**src/rtl/sound_loc_pkg.sv**
```systemverilog
// sound_loc_pkg: shared sample widths and the FIFO entry layout.
package sound_loc_pkg;
  localparam int SAMPLE_W = 16;
  localparam int CH_W = 3;
  typedef struct packed {
    logic [CH_W-1:0]     ch;
    logic [SAMPLE_W-1:0] data;
  } entry_t;
endpackage

```
**src/rtl/sample_framer_if.sv**
```systemverilog
// sample_framer_if: sample input stream and tagged output stream of the framer.
interface sample_framer_if;
  import sound_loc_pkg::*;
  logic [SAMPLE_W-1:0] in_data;
  logic                in_valid;
  logic [SAMPLE_W-1:0] out_data;
  logic [CH_W-1:0]     out_ch;
  logic                out_sof;
  logic                out_valid;
  logic                out_ready;
  modport slave (input in_data, in_valid, out_ready, output out_data, out_ch, out_sof, out_valid);
  modport master (output in_data, in_valid, out_ready, input out_data, out_ch, out_sof, out_valid);
endinterface

```
**src/rtl/sync_fifo.sv**
```systemverilog
// sync_fifo: circular FIFO with extra-MSB pointers; head is read straight from storage.
module sync_fifo #(
  parameter int W = 19,
  parameter int DEPTH = 16
) (
  input  logic                     clk,
  input  logic                     rst,
  input  logic                     push,
  input  logic [W-1:0]             wdata,
  input  logic                     pop,
  output logic [W-1:0]             rdata,
  output logic                     valid,
  output logic [$clog2(DEPTH):0]   free
);
  localparam int AW = $clog2(DEPTH);
  logic [W-1:0] mem [DEPTH];
  logic [AW:0] wptr, rptr;
  logic full, empty;
  assign empty = wptr == rptr;
  assign full = (wptr[AW] != rptr[AW]) && (wptr[AW-1:0] == rptr[AW-1:0]);
  assign valid = !empty;
  // Head reads as zero when empty so outputs are clean after reset.
  assign rdata = empty ? '0 : mem[rptr[AW-1:0]];
  assign free = (AW+1)'(DEPTH) - (wptr - rptr);
  always_ff @(posedge clk) begin
    if (!rst) begin
      wptr <= '0;
      rptr <= '0;
    end else begin
      if (push && !full) wptr <= wptr + 1'b1;
      if (pop && !empty) rptr <= rptr + 1'b1;
    end
  end
  always_ff @(posedge clk)
    if (push && !full) mem[wptr[AW-1:0]] <= wdata;
endmodule

```
**src/rtl/sample_framer.sv**
```systemverilog
// sample_framer: tags ADC samples with channel index, admits whole frames into a FIFO,
// drops frames that do not fit and truncates frames after an input gap.
module sample_framer
  import sound_loc_pkg::*;
#(
  parameter int NUM_CH = 4,
  parameter int DEPTH = 16,
  parameter int GAP_CYCLES = 64
) (
  input  logic                 clk,
  input  logic                 rst,
  sample_framer_if.slave       bus,
  input  logic                 clr_flags,
  output logic                 overflow,
  output logic                 partial,
  output logic [15:0]          frame_count
);
  localparam int AW = $clog2(DEPTH);
  localparam int GW = $clog2(GAP_CYCLES + 1);
  localparam logic [CH_W-1:0] LAST = CH_W'(NUM_CH - 1);
  localparam logic [GW-1:0] GAP = GW'(GAP_CYCLES);
  logic [CH_W-1:0] ch_idx;
  logic [GW-1:0] gap;
  logic drop, fits, last, push, drop_set, timeout, valid;
  logic [AW:0] free;
  entry_t wr, rd;
  assign fits = free >= (AW+1)'(NUM_CH);
  assign last = ch_idx == LAST;
  assign push = bus.in_valid && (ch_idx == '0 ? fits : !drop);
  assign drop_set = bus.in_valid && ch_idx == '0 && !fits;
  // Timeout fires on the edge where the timer steps onto GAP_CYCLES.
  assign timeout = !bus.in_valid && gap == GAP - 1'b1 && ch_idx != '0;
  assign wr = '{ch: ch_idx, data: bus.in_data};
  sync_fifo #(.W($bits(entry_t)), .DEPTH(DEPTH)) u_fifo (
    .clk(clk),
    .rst(rst),
    .push(push),
    .wdata(wr),
    .pop(bus.out_ready),
    .rdata(rd),
    .valid(valid),
    .free(free)
  );
  assign bus.out_data = rd.data;
  assign bus.out_ch = rd.ch;
  assign bus.out_valid = valid;
  assign bus.out_sof = valid && rd.ch == '0;
  always_ff @(posedge clk) begin
    if (!rst) begin
      ch_idx <= '0;
      gap <= '0;
      drop <= 1'b0;
      overflow <= 1'b0;
      partial <= 1'b0;
      frame_count <= '0;
    end else begin
      gap <= bus.in_valid ? '0 : (gap == GAP ? gap : gap + 1'b1);
      if (bus.in_valid) begin
        ch_idx <= last ? '0 : ch_idx + 1'b1;
        drop <= last ? 1'b0 : (ch_idx == '0 ? !fits : drop);
      end else if (timeout) begin
        ch_idx <= '0;
        drop <= 1'b0;
      end
      overflow <= drop_set || (overflow && !clr_flags);
      partial <= (timeout && !drop) || (partial && !clr_flags);
      if (push && last) frame_count <= frame_count + 1'b1;
    end
  end
endmodule

```
**src/flat_wrapper.sv**
```systemverilog
// flat-port wrapper written by rule: the top's interface ports become plain ports
module sample_framer_flat import sound_loc_pkg::*;
#(
  parameter int NUM_CH = 4,
  parameter int DEPTH = 16,
  parameter int GAP_CYCLES = 64
)
  (clk, rst, clr_flags, overflow, partial, frame_count, bus_in_data, bus_in_valid, bus_out_ready, bus_out_data, bus_out_ch, bus_out_sof, bus_out_valid);
  sample_framer_if bus_i ();
  input  logic clk;
  input  logic rst;
  input  logic clr_flags;
  output logic overflow;
  output logic partial;
  output logic [15:0] frame_count;
  input wire logic [$bits(bus_i.in_data)-1:0] bus_in_data;
  input wire logic [$bits(bus_i.in_valid)-1:0] bus_in_valid;
  input wire logic [$bits(bus_i.out_ready)-1:0] bus_out_ready;
  output wire logic [$bits(bus_i.out_data)-1:0] bus_out_data;
  output wire logic [$bits(bus_i.out_ch)-1:0] bus_out_ch;
  output wire logic [$bits(bus_i.out_sof)-1:0] bus_out_sof;
  output wire logic [$bits(bus_i.out_valid)-1:0] bus_out_valid;
  assign bus_i.in_data = bus_in_data;
  assign bus_i.in_valid = bus_in_valid;
  assign bus_i.out_ready = bus_out_ready;
  assign bus_out_data = bus_i.out_data;
  assign bus_out_ch = bus_i.out_ch;
  assign bus_out_sof = bus_i.out_sof;
  assign bus_out_valid = bus_i.out_valid;
  sample_framer #(.NUM_CH(NUM_CH), .DEPTH(DEPTH), .GAP_CYCLES(GAP_CYCLES)) u_core (.clk(clk), .rst(rst), .bus(bus_i), .clr_flags(clr_flags), .overflow(overflow), .partial(partial), .frame_count(frame_count));
endmodule
```
**config.mk**
```make
export PLATFORM = sky130hd
export DESIGN_NAME = sample_framer_flat
export DESIGN_NICKNAME = d
export VERILOG_FILES = /design/src/rtl/sound_loc_pkg.sv /design/src/rtl/sample_framer_if.sv /design/src/rtl/sync_fifo.sv /design/src/rtl/sample_framer.sv /design/src/flat_wrapper.sv
export SDC_FILE = /design/constraint.sdc
export NUM_CORES = 1
export LEC_CHECK = 0
export ABC_CLOCK_PERIOD_IN_PS = 8600
export CORE_ASPECT_RATIO = 0.9
export CORE_MARGIN = 8
export CORE_UTILIZATION = 47
export CTS_CLUSTER_SIZE = 14
export DETAILED_ROUTE_END_ITERATION = 8
export GPL_TIMING_DRIVEN = 0
export PLACE_DENSITY_LB_ADDON = 0.12
export RECOVER_POWER = 100
export SETUP_SLACK_MARGIN = 0.1
export SLEW_MARGIN = 20
export SYNTH_ARGS = -nofsm -noshare
export SYNTH_HDL_FRONTEND = slang
export SYNTH_SLANG_ARGS = --single-unit
```
**constraint.sdc**
```tcl
create_clock -name clk -period 8.6 [get_ports clk]
set_input_delay 0.86 -clock clk [delete_from_list [all_inputs] [get_ports clk]]
set_output_delay 0.86 -clock clk [all_outputs]
set_load 0.03 [all_outputs]
```
Word level (Yosys, flattened, before mapping)
Memories as Yosys holds them, arrays and structs flattened. A register that Yosys moved wholly into a read port is not among the register bits.
Index checks and enable logic that the tools add are counted.
- bits in registers: 39
- bits in writable memories: 304
- output and inout bits: 39
- word-level logic and storage cells: 65
- memories kept: 1
- memories (name ; words ; bits a word ; rd ports ; clocked after memory_dff ; write ports ; line ; RTL):
    u_core.u_fifo.mem ; 16 ; 19 ; 1 ; 1 ; 1 ; sync_fifo.sv:16 ; logic [W-1:0] mem [DEPTH];
- $add $sub $neg: 7
- magnitude comparators: 1
- eq/ne operators: 7
- multiplexer cells: 13
- bitwise gates (word level): 1
- reductions and logical operators: 27
- operators with widths (cell ; number):
    two-way mux 19 bit ; 1
    adder 16 x 1 -> 16 bit (second input constant) ; 1
    logical AND 1 bit ; 13
    adder 5 x 1 -> 5 bit (second input constant) ; 2
    two-way mux 3 bit ; 3
    two-way mux 4 bit ; 2
    adder 7 x 1 -> 7 bit (second input constant) ; 1
    == test 7 x 6 -> 1 bit (second input constant) ; 1
    == test 7 bit (second input constant) ; 1
    two-way mux 1 bit ; 7
    logical NOT 1 bit ; 6
    logical NOT 3 bit ; 2
    == test 5 bit ; 1
    greater-or-equal comparator 5 x 3 -> 1 bit (second input constant) ; 1
    subtractor 5 bit ; 1
    subtractor 5 bit (first input constant) ; 1
    == test 4 bit ; 1
    adder 3 x 1 -> 3 bit (second input constant) ; 1
    == test 3 x 2 -> 1 bit (second input constant) ; 1
    inequality test 3 x 1 -> 1 bit (second input constant) ; 1
    nonzero test 3 bit ; 1
    logical OR 1 bit ; 2
    AND reduction 2 bit ; 1
    nonzero test 2 bit ; 1
    other kinds (3) ; 3

Longest topological paths before layout
- word-level depth: 8
- gate-level depth with buffers: 13
- depth with buffers taken out: 11

Cells and area by module
Synthesis repeated with hierarchy kept, for this count alone.
- cell total of the unflattened synthesis: 754
- area, all modules: 14146.1 sq um
- modules (own cells, without submodules) (module ; instances ; cells each ; area each (sq um) ; seq. area each (sq um)):
    sync_fifo ; 1 ; 576 ; 12592.1 ; 9409.0
    sample_framer ; 1 ; 178 ; 1554.0 ; 580.6

Worst setup path before layout
Ideal clock, no wire load.
- path type: register to output
- start: reg with a tool-made name
- end: out bus_out_sof
- data arrival time: 3.546 ns
- data required time: 7.740 ns
- slack: 4.194 ns
- cell stages (with the launch flop): 6
- buffers on the path: 2
- cell sequence: dfxtp_1 > clkbuf_1 > clkbuf_1 > mux4_2 > mux4_2 > a2111oi_0
- RTL lines (element ; line ; RTL):
    to (decl) ; flat_wrapper.sv:21 ; output wire logic [$bits(bus_i.out_sof)-1:0] bus_out_sof;

==> impl_summary.txt <==
----------------------------------------------------
[Die]
  Height of the die ... about 180 um
  Number of primary I/O pins ... 60
  Initial core utilization ... 47.8%
  Core area ... 28,900 um^2
  Core Rows ... between 50 and 60
  DIE WIDTH ... about 200 um
  Area of the die ... approximately 35,000 um^2

[Setup path]
  Kind of cell adding the most delay to the critical path ... buffers and inverters
  Required time of the critical path ... around 7700 ps
  Capturing element type of the critical path ... output pin
  CP Max Fanout ... 10
  Max stage delay cell, worst path ... clkbuf_1
  Most used cell, CP ... clkbuf_1
  Delay contributed by the slowest stage of the critical path ... ~850 ps
  Critical Path Start Type ... flip-flop
  Buffers and inverters on the worst path ... 4
  Arrival time reported for the critical path endpoint ... between 4000 and 5000 ps
  Crit Path Class ... flip-flop to output pin
  Cells along the critical path ... clkbuf_1, clkbuf_1, clkbuf_1, mux4_2, mux4_2, and2_1, dlygate4sd3_1

[CTS]
  Count of clock tree sinks ... around 350
  Number of setup buffers added after CTS ... 0
  TritonCTS clock tree ... yes
  H-tree depth reported by CTS ... 2
  Quantity of gates resized following cts ... 0
  Hold_buf cts ... 0
  Clock latency at the later pin of the worst-skew pair ... between 500 and 600 ps
  Root Buffer Master ... clkbuf_16
  Clock slew at reported path FFs ... 60 ps
  Clock Path Buffers ... 3
  Inserted Clock Buffers ... 37

[Global route]
  Maximum number of pins on one net before global-route repair ... 23
  Total congestion overflow after global routing ... 0
  Met3 track demand over resource in global routing ... under 10%
  Global-route layer with the greatest usage ... met2
  Via count of the first global-routing pass ... 7,540
  Antenna violations before repair ... 0
  Met1 Track Usage GR ... about a quarter
  GRT met2 Usage ... ~30%
  Total GRT Usage ... 18.0%
  Wire length of the first global-routing pass ... about 47,000 um

[STA]
  PnR worst setup slack ... between 3000 and 4000 ps
  Number of hold violations in the final report ... 0
  Total negative setup slack ... 0 ps
  Worst slew margin relative to its limit ... less than 1%
  Min Tclk post-route ... ~5300 ps
  Final setup violating endpoints ... 0
  Final clock period utilization by the worst path ... slightly above 60%
  Setup repair after global routing missed its margin ... false
  Transition time at the pin with the least slew margin ... about 1500 ps
  Pins over their slew limit ... 0
  Top achievable clock speed ... between 150 and 200 MHz
  Final Hold Slack ... about 490 ps
  Worst Skew ... 8.44 ps

[Synthesis]
  Part of the Yosys area used for sequential elements ... just over 70%
  Yosys cell types ... between 40 and 50
  Area share of the leading cell type in the synthesized netlist ... between 60% and 70%
  Cell taking the most area after synthesis ... edfxtp_1
  Number of enable flip-flop cells after synthesis ... around 300
  Leading register cell type out of synthesis ... edfxtp_1
  Synthesized instance count ... 711
  Share of flip-flops with an asynchronous set or reset ... 0%
  Net count of the mapped netlist ... 750
  Post-Synthesis Cell Area ... about 14,000 um^2
  Most common cell in the synthesized netlist ... edfxtp_1
  Ranking of synthesized cells by area ... edfxtp_1, mux4_2, dfxtp_1
  Yosys reg bits ... about 350
  YS warnings ... 0
  Leading cell types by count after synthesis ... edfxtp_1, mux4_2, dfxtp_1, clkbuf_1, nor2_1
  Average cell area after synthesis ... slightly below 20 um^2

[Flow run]
  Count of maximum capacitance violations ... 0

[Placed design]
  Detailed-placement wirelength estimate ... ~19,000 um
  Routability cong. ... about 0.82
  # port buffers ... 58
  Worst slack at placement ... 3790 ps

[Detailed routing]
  Post-detailed-route wirelength per cell ... approximately 25 um
  DRC violation total after the first TritonRoute iteration ... approximately 670
  Via density ... between 5 and 6
  Number of routed nets with antenna violations ... 0
  Remaining DRCs ... 0
  Drt pass-1 iters ... 4
  Routed WL ... approximately 31,000 um
  Total via count in the routed design ... 7,115

[Outcome]
  Result of the run ... finished, final reports clean

[Final layout]
  Diode insertion count for antenna repair ... 0
  Share of layout cells above drive strength 1 ... 17.7%
  Final Util ... 55.6%
  Area growth, synth to finish ... 16.5%
  Number of nets at the end of the flow ... approximately 860

[Pwr]
  Power Total ... roughly 4.8 mW
  Leakage power of the design ... between 5 and 6 nW
  Worst ir drop on vdd ... 0.161 mV
  Power Dens Cells ... slightly below 300 nW/um^2

[Hold path]
  Worst min-delay path category ... flip-flop to flip-flop

----------------------------------------------------
==> layer usage <==
| layer | part of all wire, % | routed length, um | vias to the layer above |
|---|---|---|---|
| met5 | 0 | 0 | - |
| met4 | 1.6 | 482 | 0 |
| met3 | 5.4 | 1680 | 43 |
| met2 | 50 | 15300 | 217 |
| met1 | 43 | 13400 | 3752 |
| li1 | - | - | 3103 |
==> kinds of logic after synthesis <==
logic type | after synthesis | share of synthesized area (%)
AO/OA/AOI/OAI | 46 | 2.17
XOR/XNOR | 15 | 1.05
adder cells (fa/ha/maj) | 18 | 1.69
buffers and inverters | 52 | 1.48
flip-flops | 347 | 72.5
multiplexers | 100 | 15.9
AND/OR/NAND/NOR | 133 | 5.26
==> sequential cells by signal, indices dropped and copies added (netlist names), 3 cells and up, named ones only <==
register / cells
u_core.ch_idx: 3
u_core.frame_count: 16
u_core.u_fifo.mem: 304
u_core.gap: 7
u_core.u_fifo.wptr: 5
u_core.u_fifo.rptr: 5
==> worst min-delay path, stage by stage, from the launching register on <==
cell,delay (ps)
dfxtp_1,320
o31ai_1,70
a21oi_1,60
==> placed cells by master (no fill, tap or decap), types with 3 or more instances in the layout <==
cell type / n
mux2i_1: 5
xnor2_1: 6
or4_1: 9
or3_1: 7
dfxtp_1: 43
nand2_1: 21
nor2_1: 24
nor3_1: 6
edfxtp_1: 304
and3_1: 15
o21ai_0: 8
ha_1: 17
clkdlybuf4s50_1: 6
nand3_1: 12
clkbuf_1: 45
dlygate4sd3_1: 52
inv_1: 20
and2_1: 19
xor2_1: 8
nand2b_1: 4
mux4_2: 95
nand4_1: 6
clkbuf_16: 40
clkinv_2: 5
clkinv_1: 7
o31ai_1: 9
a21oi_1: 16
clkbuf_2: 3
==> cell type report <==
cell class	count	area [um^2]
timing repair buffer	67	614
multi-input combinational	312	3590
fill	2209	12800
clock buffer	49	1030
buffer	31	121
sequential	347	9990
inverter	21	78.8
tap	396	495
clock inverter	15	131
==> per-stage QoR <==
stage	instance area [um^2]	instances
detailed placement	15000	1174
CTS	16100	1238
floorplan	13800	711
finish	16100	1238
global route	16100	1238
global placement	14900	1165
==> power breakdown <==
part | switching (mW) | total, mW | internal (mW)
registers | 0.0366 | 2.00 | 1.96
clock network | 0.622 | 1.53 | 0.906
logic | 0.713 | 1.25 | 0.535
total | 1.37 | 4.78 | 3.40
==> final timing paths <==
| kind | start | endpoint | slack, ps | cells past startpoint |
|---|---|---|---|---|
| max | flip-flop | bus_out_data[14] | 3310 | 7 |
| min | u_core.frame_count[6]$_SDFFE_PN0P_ | u_core.frame_count[6]$_SDFFE_PN0P_ | 490 | 2 |
| max reg2reg | u_core.u_fifo.wptr[1]$_SDFFE_PN0P_ | u_core.u_fifo.mem[3][9]$_DFFE_PP_ | 3700 | 12 |
| min reg2reg | u_core.frame_count[6]$_SDFFE_PN0P_ | u_core.frame_count[6]$_SDFFE_PN0P_ | 490 | 2 |
(Power assumes the default switching activity.)
